==> config.mk <==
export PLATFORM = sky130hd
export DESIGN_NAME = ct_read_arbiter
export DESIGN_NICKNAME = d
export VERILOG_FILES = /design/src/rtl/ct_read_arbiter.sv
export SDC_FILE = /design/constraint.sdc
export NUM_CORES = 1
export LEC_CHECK = 0
export ABC_AREA = 0
export CORE_MARGIN = 1.5
export CORE_UTILIZATION = 28
export CTS_BUF_LIST = sky130_fd_sc_hd__clkbuf_8 sky130_fd_sc_hd__clkbuf_16
export DETAILED_ROUTE_END_ITERATION = 7
export HOLD_SLACK_MARGIN = 0.15
export PLACE_DENSITY_LB_ADDON = 0.05
export SETUP_SLACK_MARGIN = 0.05
export SYNTH_ARGS = -nofsm -noshare
export SYNTH_HDL_FRONTEND = slang
export SYNTH_SLANG_ARGS = --single-unit
==> constraint.sdc <==
create_clock -name clk -period 4.6 [get_ports clk]
set_input_delay 0.46 -clock clk [delete_from_list [all_inputs] [get_ports clk]]
set_output_delay 0.46 -clock clk [all_outputs]
set_load 0.005 [all_outputs]
==> src/rtl/ct_read_arbiter.sv <==
// Round-robin read arbiter sharing one synchronous-read ciphertext memory among NREQ crack engines.
// Returned data is steered back with a one-hot rvalid carried by a tag pipeline matching the memory latency.
module ct_read_arbiter #(
  parameter int NREQ      = 4,
  parameter int AW        = 8,
  parameter int DW        = 8,
  parameter int RD_LAT    = 1,
  parameter int MAX_BURST = 4
) (
  input  logic              clk,
  input  logic              rst_n,
  input  logic [NREQ-1:0]   req,
  input  logic [NREQ-1:0]   lock,
  input  logic [NREQ*AW-1:0] addr,
  output logic [NREQ-1:0]   gnt,
  output logic [NREQ-1:0]   rvalid,
  output logic [DW-1:0]     rdata,
  output logic [AW-1:0]     mem_addr,
  input  logic [DW-1:0]     mem_rddata,
  output logic              idle
);

  localparam int PW = (NREQ > 1) ? $clog2(NREQ) : 1;
  localparam int BW = (MAX_BURST > 1) ? $clog2(MAX_BURST) : 1;
  localparam logic [PW-1:0] LAST_REQ    = PW'(NREQ - 1);
  localparam logic [BW-1:0] BURST_LIMIT = BW'(MAX_BURST - 1);

  logic [AW-1:0]   addr_arr [NREQ];
  logic [PW-1:0]   ptr;
  logic [PW-1:0]   cand;
  logic [PW-1:0]   gidx;
  logic [PW-1:0]   next_ptr;
  logic            found;
  logic [BW-1:0]   burst_cnt;
  logic [AW-1:0]   last_addr;
  logic [NREQ-1:0] tag_pipe [RD_LAT];
  logic            pipe_busy;

  for (genvar gi = 0; gi < NREQ; gi++) begin : g_unpack
    assign addr_arr[gi] = addr[gi*AW +: AW];
  end

  // Scan from the priority pointer, wrapping, and pick the first requester.
  always_comb begin
    found = 1'b0;
    gidx  = '0;
    cand  = '0;
    for (int k = 0; k < NREQ; k++) begin
      cand = PW'((int'(ptr) + k) % NREQ);
      if (!found && req[cand]) begin
        found = 1'b1;
        gidx  = cand;
      end
    end
  end

  always_comb begin
    gnt = '0;
    if (found) begin
      gnt[gidx] = 1'b1;
    end
  end

  assign next_ptr = (gidx == LAST_REQ) ? '0 : gidx + PW'(1);

  // Memory address stays parked on the last issued one while nobody is granted.
  assign mem_addr = found ? addr_arr[gidx] : last_addr;

  always_ff @(posedge clk or negedge rst_n) begin
    if (!rst_n) begin
      ptr       <= '0;
      burst_cnt <= '0;
      last_addr <= '0;
    end else if (found) begin
      last_addr <= addr_arr[gidx];
      if (lock[gidx] && (burst_cnt < BURST_LIMIT)) begin
        ptr       <= gidx;
        burst_cnt <= burst_cnt + BW'(1);
      end else begin
        ptr       <= next_ptr;
        burst_cnt <= '0;
      end
    end
  end

  // One stage per cycle of memory latency, so the tag lines up with mem_rddata.
  always_ff @(posedge clk or negedge rst_n) begin
    if (!rst_n) begin
      for (int s = 0; s < RD_LAT; s++) begin
        tag_pipe[s] <= '0;
      end
    end else begin
      tag_pipe[0] <= gnt;
      for (int s = 1; s < RD_LAT; s++) begin
        tag_pipe[s] <= tag_pipe[s-1];
      end
    end
  end

  always_comb begin
    pipe_busy = 1'b0;
    for (int s = 0; s < RD_LAT; s++) begin
      pipe_busy = pipe_busy | (|tag_pipe[s]);
    end
  end

  assign rvalid = tag_pipe[RD_LAT-1];
  assign rdata  = mem_rddata;
  assign idle   = ~(|gnt) & ~pipe_busy;

endmodule

Word-level counts from Yosys, hierarchy flattened
Cells that the tools add are included.
{"block": "totals", "register_bits": 16, "output_inout_bits": 25, "elab_cells": 60, "in_bits": 50}
{"block": "op_classes", "mux": 28, "bitwise": 4, "add_sub_neg": 5, "reduce_logical": 10, "magnitude_cmp": 8, "eq_ne": 1}
{"cell": "$mux W8", "count": 3}
{"cell": "$bmux W8 S2", "count": 1}
{"cell": "$lt A2 B3 Y1 const B", "count": 5}
{"cell": "$mux W2", "count": 7}
{"cell": "$bmux W1 S2", "count": 5}
{"cell": "$mux W1", "count": 10}
{"cell": "$reduce_or A4 Y1", "count": 2}
{"cell": "$add A2 B1 Y2 const B", "count": 3}
{"cell": "$logic_and A1 B1 Y1", "count": 5}
{"cell": "$add A2 B2 Y2 const B", "count": 2}
{"cell": "$mux W4", "count": 1}
{"cell": "$ge A3 B3 Y1 const B", "count": 1}
{"cell": "$logic_not A1 Y1", "count": 3}
{"cell": "$not A2 Y3", "count": 1}
{"cell": "$demux W1 S2", "count": 1}
{"cell": "$eq A2 B2 Y1 const B", "count": 1}
{"cell": "$ge A2 B1 Y1 const B", "count": 1}
{"cell": "$lt A2 B2 Y1 const B", "count": 1}
{"cell": "$not A1 Y1", "count": 2}
{"cell": "$and A1 B1 Y1", "count": 1}

Depth between registers and ports, before layout
{"block": "logic_depth", "word_depth": 20, "ltp_mapped": 7, "depth_no_buf": 6}

Worst setup path after synthesis
No wires, ideal clock.
{"block": "synth_timing", "path_type": "in2out", "startpoint": "in req[1]", "endpoint": "out mem_addr[2]", "slack_ns": 2.414, "path_buffers": 1, "arrival_time_ns": 1.726, "required_time_ns": 4.140, "stages": 7, "cell_sequence": "nand2b_1 o211a_4 nor2_8 buf_12 mux2i_1 mux2_2 o21ai_1"}
{"block": "synth_via", "elab_chain_cells": 17, "word_cells_on_any_way": 27, "classes_between": "mux (20); bitwise (1); reduce/logical (6)"}
{"element": "start, declared", "line": "12", "text": "input logic [NREQ-1:0] req,"}
{"element": "$bmux W1 S2", "line": "50", "text": "if (!found && req[cand]) begin"}
{"element": "$mux W1 (implied by the code)", "line": "50"}
{"element": "$mux W1", "line": "50"}
{"element": "$logic_not A1 Y1", "line": "50"}
{"element": "$logic_and A1 B1 Y1", "line": "50"}
{"element": "$mux W1", "line": "50"}
{"element": "$logic_not A1 Y1", "line": "50"}
{"element": "$logic_and A1 B1 Y1", "line": "50"}
{"element": "$mux W1", "line": "50"}
{"element": "$logic_not A1 Y1", "line": "50"}
{"element": "$logic_and A1 B1 Y1", "line": "50"}
{"element": "$mux W2", "line": "50"}
{"element": "$not A2 Y3 (implied by the code)", "line": "67", "text": "assign mem_addr = found ? addr_arr[gidx] : last_addr;"}
{"element": "$bmux W8 S2", "line": "67"}
{"element": "$mux W8 (implied by the code) (2 in a row)", "line": "67"}
{"element": "$mux W8 *"}
{"element": "end, declared", "line": "18", "text": "output logic [AW-1:0] mem_addr,"}
Every way passes the cells marked *; elsewhere a longest branch is shown, timed or not. The select of a mux whose other input is x is not followed.

Final worst setup path
{"block": "layout_timing", "startpoint": "in req[1]", "endpoint": "out mem_addr[0]"}
The elaborated chain is that of the path after synthesis.

==> impl_results.md <==
* Setup TNS at 0 ps
* Total chip power at between 800 and 900 uW
* DR vias/cell at between 4 and 5
* I/O pins at 75
* NumNets Final at between 200 and 250
* Worst flop-to-flop path startpoint: ptr[1]
* Initial Util at just under 30%
* CTS Root Buffer Type: clkbuf_8
* Hold_sp: last_addr[1]
* Place WS at between 1000 and 1500 ps
* Relative slew slack at around half
* Worst slew pin tran at between 700 and 800 ps
* Leak pwr at 0.7598 nW
* 1st-pass router iterations at 3
* Arrival time at the worst endpoint at 3000 ps
* Worst-Skew Late Latency at between 200 and 300 ps
* Leading area contributor after synthesis: dfrtp_1
* Drt wl/cell at 12.67 microns
* Sequential-to-total area share from yosys stat at between 30 and 40%
* Crit. End Element: output port
* Cts hold-fix bufs at 0
* N_diodes at 0
* CP Cell Sequence: clkdlybuf4s50_1 > nand2b_1 > o211a_4 > nor2_8 > mux2i_1 > mux2_2 > o21ai_0 > clkdlybuf4s50_1
* CTS Buffer Depth at 2
* Min-Delay Path Class: reg -> reg
* DP Wirelength at 2143 microns
* Gp weighted congestion at roughly 0.7
* H-tree levels at 1
* Type of the worst setup path: in -> out
* Worst R2R Path Depth at 6
* Synth top area share at 33.33%
* DRC violations left at 0
* DIE AREA at approximately 0.0047 sq mm
* Vias in the first global route at 1049
* Setup ws final at between 1000 and 1500 ps
* Min cycle time layout at 3462 ps
* Die Width at ~68 microns
* DRT Wirelength at roughly 2800 microns
* DRT antenna net count at 0
* Largest net degree at the start of global routing at 30
* Post-Syn Area at 0.001201 sq mm
* CTS resizes at 0
* Hold depth at 2
* Synth area leaders: dfrtp_1 (33%), mux2i_1 (13%), mux2_2 (8.4%), ha_1 (5.2%), buf_4 (5.0%)
* Starting DRC count in detailed routing at 37
* TritonCTS Buffers at 3
* R2R setup slack at about 2400 ps
* Crit-path max FO at 20
* Synth Warn # at 0
* Synth Register Bits at 16
* Clock slew at reported path FFs at 70 ps
* CP dominant cell by count: clkdlybuf4s50_1
* Maximum clock frequency at roughly 0.29 GHz
* Most instantiated cells after synthesis: dfrtp_1 (16), mux2i_1 (16), nand2_1 (11)
* Slowest stage cell, crit path: clkdlybuf4s50_1
* TritonCTS clock tree: built
* Num rows at 23
* Ys flop type: dfrtp_1
* Setup Viol. Count Final at 0
* Initial antenna violation count at 0
* Setup Skew at ~2.5 ps
* MaxCap Viol Count at 0
* # fillers at about 380
* Die height at between 60 and 70 microns
* WHS Endpoint: last_addr[1]
* Peak supply drop at about 0.24 mV
* Layout cells sized above 1 at 14.71%
* Port bufs at between 50 and 60
* Core region area at ~0.0041 sq mm
* Final Hold Viols at 0
* First-pass GRT wire length at 4698 microns
* CP startpoint kind: primary input
* Status: completed
* Fin crit share at between 70% and 80%
* RSZ-0062 raised after global routing: false
* Avg Inst Size Synth at around 10 sq um
* Largest stage delay, worst path at ~550 ps
* Setup bufs post-CTS at 0
* Vias at 1037
* Syn_nets at 174
* Critical Path RT at just over 4000 ps
* GRT Resource Usage Total at approximately an eighth
* R2R Path End: ptr[1]
* Number of synthesized flops with an enable pin at 0
* Power Dens Cells at roughly 450 mW/mm^2
* Fraction of registers with async set/reset at 100.0%
* Yosys cell types at 35
* Area delta synth->final at 51.67%
* Slew Viols, Final at 0
* Total gr overflow at 0
* Family with the most delay on the worst path: buffers and inverters
* Cells after Synth at approximately 120
* Buffers & Inverters on Critical Path at 2
* Clock sink count at 16
[how the worst max path moves through the flow]
stage	start	endpoint	slack, ps	cells past startpoint
floorplan	req[1]	mem_addr[2]	2410	7
global placement	req[1]	mem_addr[0]	1210	8
detailed placement	req[1]	mem_addr[0]	1130	8
CTS	req[1]	mem_addr[0]	1110	8
global route	req[1]	mem_addr[0]	970	8
finish	req[1]	mem_addr[0]	1140	8
[per-stage QoR]
stage	hold slack, ps	area (sq um)	std cells	utilization [%]
after detailed placement	463.1	1767	216	43.54
after CTS	481.5	1822	220	44.90
final	477.3	1822	220	44.90
after global routing	526.1	1822	220	44.90
after global placement	456.1	1767	216	43.54
after floorplan	164.4	1201	119	-
[layer usage]
| metal | GRT usage, % | share of wire [%] | wire length (microns) |
|---|---|---|---|
| met3 | 3.571 | 6.0 | 168 |
| met5 | 0 | 0 | 0 |
| met4 | 2.500 | 0.90 | 25 |
| met1 | 16.38 | 43 | 1187 |
| met2 | 22.72 | 50 | 1404 |
[logic make-up after synthesis]
family                   count (synthesis)  synth area share [%]
AND/OR/NAND/NOR                         32                 15.62
AO/OA/AOI/OAI                           25                 15.21
multiplexers                            25                 21.77
buffers and inverters                   16                 8.854
flip-flops                              16                 33.33
adder cells (fa/ha/maj)                  5                 5.208
[layout by cell type, fill, tap and decap left out]
| cell type | instances |
|---|---|
| a211o_1 | 1 |
| clkbuf_8 | 4 |
| o21ai_1 | 8 |
| nor3_1 | 1 |
| or4b_1 | 1 |
| mux2i_1 | 16 |
| nor2_1 | 1 |
| mux2_2 | 9 |
| buf_4 | 1 |
| o21bai_1 | 1 |
| o21ai_2 | 1 |
| nor2b_1 | 6 |
| nor4_2 | 1 |
| a211oi_2 | 1 |
| ha_1 | 5 |
| a211oi_1 | 1 |
| nand2_1 | 11 |
| a21boi_0 | 1 |
| nand2b_1 | 2 |
| o21ai_0 | 6 |
| o221ai_2 | 1 |
| nor2_8 | 1 |
| o211ai_1 | 1 |
| dfrtp_1 | 16 |
| inv_2 | 1 |
| and2_1 | 1 |
| o211a_1 | 1 |
| inv_1 | 3 |
| o211a_4 | 1 |
| clkdlybuf4s50_1 | 58 |
| nor4_1 | 1 |
| and2_4 | 1 |
| or2_2 | 1 |
| nand3_1 | 3 |
| o21ba_2 | 1 |
| or3b_2 | 1 |
[layout make-up]
class	count	area (sq um)	area share [%]
tap	50	62.56	3.434
multi-input combinational	87	700.7	38.46
sequential	16	400.4	21.98
timing repair buffer	59	588.1	32.28
inverter	4	15.01	0.8242
clock buffer	4	55.05	3.022
[worst register-to-register path, delay by kind of cell (launching register included)]
kind	cells	cell delay, ps
AND/OR/NAND/NOR	2	510
buffers and inverters	1	200
multiplexers	1	390
AO/OA/AOI/OAI	1	280
flip-flops	1	450
adder cells (fa/ha/maj)	1	310
[sequential cells by signal, indices dropped and copies added (netlist names)]
signal,flops
burst_cnt,2
last_addr,8
ptr,2
rvalid,4
[report_power, final]
part | switching, mW | leakage, nW | internal [mW]
logic | 0.190 | 0.535 | 0.278
clock network | 0.0494 | 0.0288 | 0.0759
registers | 0.0331 | 0.196 | 0.202
Note: power is estimated with default switching activity, not from simulation.
==> edit: new RTL, config.mk and constraints unchanged <==
The parameter `AW` goes from 8 to 6.
--- a/src/rtl/ct_read_arbiter.sv
+++ b/src/rtl/ct_read_arbiter.sv
@@ -2,7 +2,7 @@
 // Returned data is steered back with a one-hot rvalid carried by a tag pipeline matching the memory latency.
 module ct_read_arbiter #(
   parameter int NREQ      = 4,
-  parameter int AW        = 8,
+  parameter int AW        = 6,
   parameter int DW        = 8,
   parameter int RD_LAT    = 1,
   parameter int MAX_BURST = 4
Interface: changed (resized addr and mem_addr); port bits go from 75 to 65. The function was not compared with the original's and may differ.
==> edit against the unedited design <==
  * Area after synthesis decreased by 13%
  * Via count decreased by 15%
  * Non-clock buffer count decreased by 10
  * Wire length decreased by 17%
  * Setup slack improved by 0.034 ns
  * Total power decreased by 11%
  * Global-route usage decreased by 0.47 points
  * First-iteration DRC count decreased by 68%
  * Count of clock-buffer cells in the layout unchanged
  * Final area decreased by 14%
  * Sequential cell count decreased by 2
  * Critical path depth decreased by 1
  * Sequential share of layout area increased by 0.51 points
  * Largest power group unchanged
==> edit: results (changes against the unedited design) <==
Port-buffer cells -> 48 (-17%)
# diodes -> 0 (unchanged)
Lkg Pwr -> 0.637 nW (-16%)
DR vias -> 880 (-15%)
max reg flops -> 6 (-2)
worst vdd ir -> 181 uV (-24%)
Clock Tree Buf Depth -> 2 (unchanged)
CP max FO -> 10 (-50%)
Critical Path Max Stage Delay -> 0.58 ns (+0.03 ns)
sw power -> 0.243 mW (-11%)
root buf cell -> clkbuf_8
top post-synthesis cells by area -> dfrtp_1 (34%), mux2i_1 (12%), mux2_2 (6.5%)
largest net degree at the start of global routing -> 26 (-13%)
syn nets -> 151 (-13%)
Synth cell types -> 30 (-14%)
Max transition margin -> 0.540 (+0.0364)
fraction of layout cells with a size suffix above 1 -> 0.159 (+0.0116)
Worst-Skew Late Latency -> 0.25 ns (about the same)
HP Class -> reg -> reg
Resized Gates After CTS -> 0 (unchanged)
DR WL/cell -> 12.1 um (-4.6%)
Final Skew -> 0.00587 ns (+0.00336 ns)
Top delay family on crit path -> buffers and inverters
1st-pass router iterations -> 4 (+1)
yosys warns -> 0 (unchanged)
synthesized area per cell -> 10.0 um2 (-0.83%)
FILL cells -> 368 (-2.9%)
first-pass GRT wire length -> 4030 um (-14%)
Critical Path AT -> 2.97 ns (-0.03 ns)
dpl hpwl -> 1810 um (-15%)
Seq/Total Area, Yosys -> 0.337 (+0.00321)
vias in the first global route -> 890 (-15%)
placer congestion estimate -> 0.812 (+19%)
vias per inst -> 4.61 (-2.3%)
Critical-path top delay cell -> clkdlybuf4s50_1
# nets final -> 193 (-15%)
ys async rst share -> 1.00 (unchanged)
antenna violations before repair -> 0 (unchanged)
top post-synthesis cells by count -> dfrtp_1 (14), mux2i_1 (12), nand2_1 (10)
status -> completed
total track usage -> 0.127 (-0.00470)
initial DRC count -> 12 (-68%)
htree depth -> 1 (unchanged)
==> edit: per-stage QoR <==
step                hold WS (ns)  setup slack, ns  area (um2)
floorplan                  0.164             2.45        1040
global placement           0.468             1.12        1500
detailed placement         0.483             1.17        1500
CTS                        0.499             1.16        1560
global route               0.534             1.02        1560
finish                     0.492             1.17        1560
==> edit: logic make-up after synthesis <==
family | count (synthesis) | share of synthesized area
AO/OA/AOI/OAI | 22 | 0.155
buffers and inverters | 14 | 0.0986
adder cells (fa/ha/maj) | 5 | 0.0601
flip-flops | 14 | 0.337
multiplexers | 18 | 0.180
AND/OR/NAND/NOR | 31 | 0.169
==> edit: path summary, 6_finish.rpt <==
path / from / to / slack, ns / depth (start not counted)
max: req[1] / mem_addr[5] / 1.17 / 7
min: last_addr[2]$_DFF_PN0_ / last_addr[2]$_DFF_PN0_ / 0.49 / 2
max reg2reg: ptr[0]$_DFFE_PN0N_ / ptr[0]$_DFFE_PN0N_ / 2.48 / 7
min reg2reg: last_addr[2]$_DFF_PN0_ / last_addr[2]$_DFF_PN0_ / 0.49 / 2
max in group asynchronous: rst_n / rvalid[1]$_DFF_PN0_ / 3.53 / 1
min in group asynchronous: rst_n / last_addr[1]$_DFF_PN0_ / 0.63 / 1
==> edit: power groups by stage <==
| stage | clock network [mW] | logic [mW] | registers [mW] |
|---|---|---|---|
| 3_3_place_gp | 0 | 0.411 | 0.209 |
| 6_report | 0.122 | 0.407 | 0.206 |
| 4_1_cts | 0.127 | 0.416 | 0.207 |
| 2_1_floorplan | 0 | 0.259 | 0.204 |
| 5_1_grt | 0.132 | 0.450 | 0.215 |
| 3_5_place_dp | 0 | 0.415 | 0.208 |
==> edit: cell type report <==
cell class              instances  area share
clock buffers                   4      0.0353
inverters                       2     0.00803
multi-input cells              76       0.382
flip-flops and latches         14       0.225
well taps                      46      0.0369
repair buffers                 49       0.313
==> edit: worst min-delay path: cells and delay by family, from the launching register on <==
family	cells	cell delay, ns
simple gates	1	0.04
flops	1	0.32
compound gates	1	0.09
==> edit: metal layers <==
metal,global-route usage,vias to the layer above,routed length [um],share of wire
li1,-,442,-,-
met1,0.150,397,980,0.42
met2,0.208,31,1120,0.48
met3,0.0458,10,167,0.072
met4,0.0489,0,43,0.019
met5,0,-,0,0
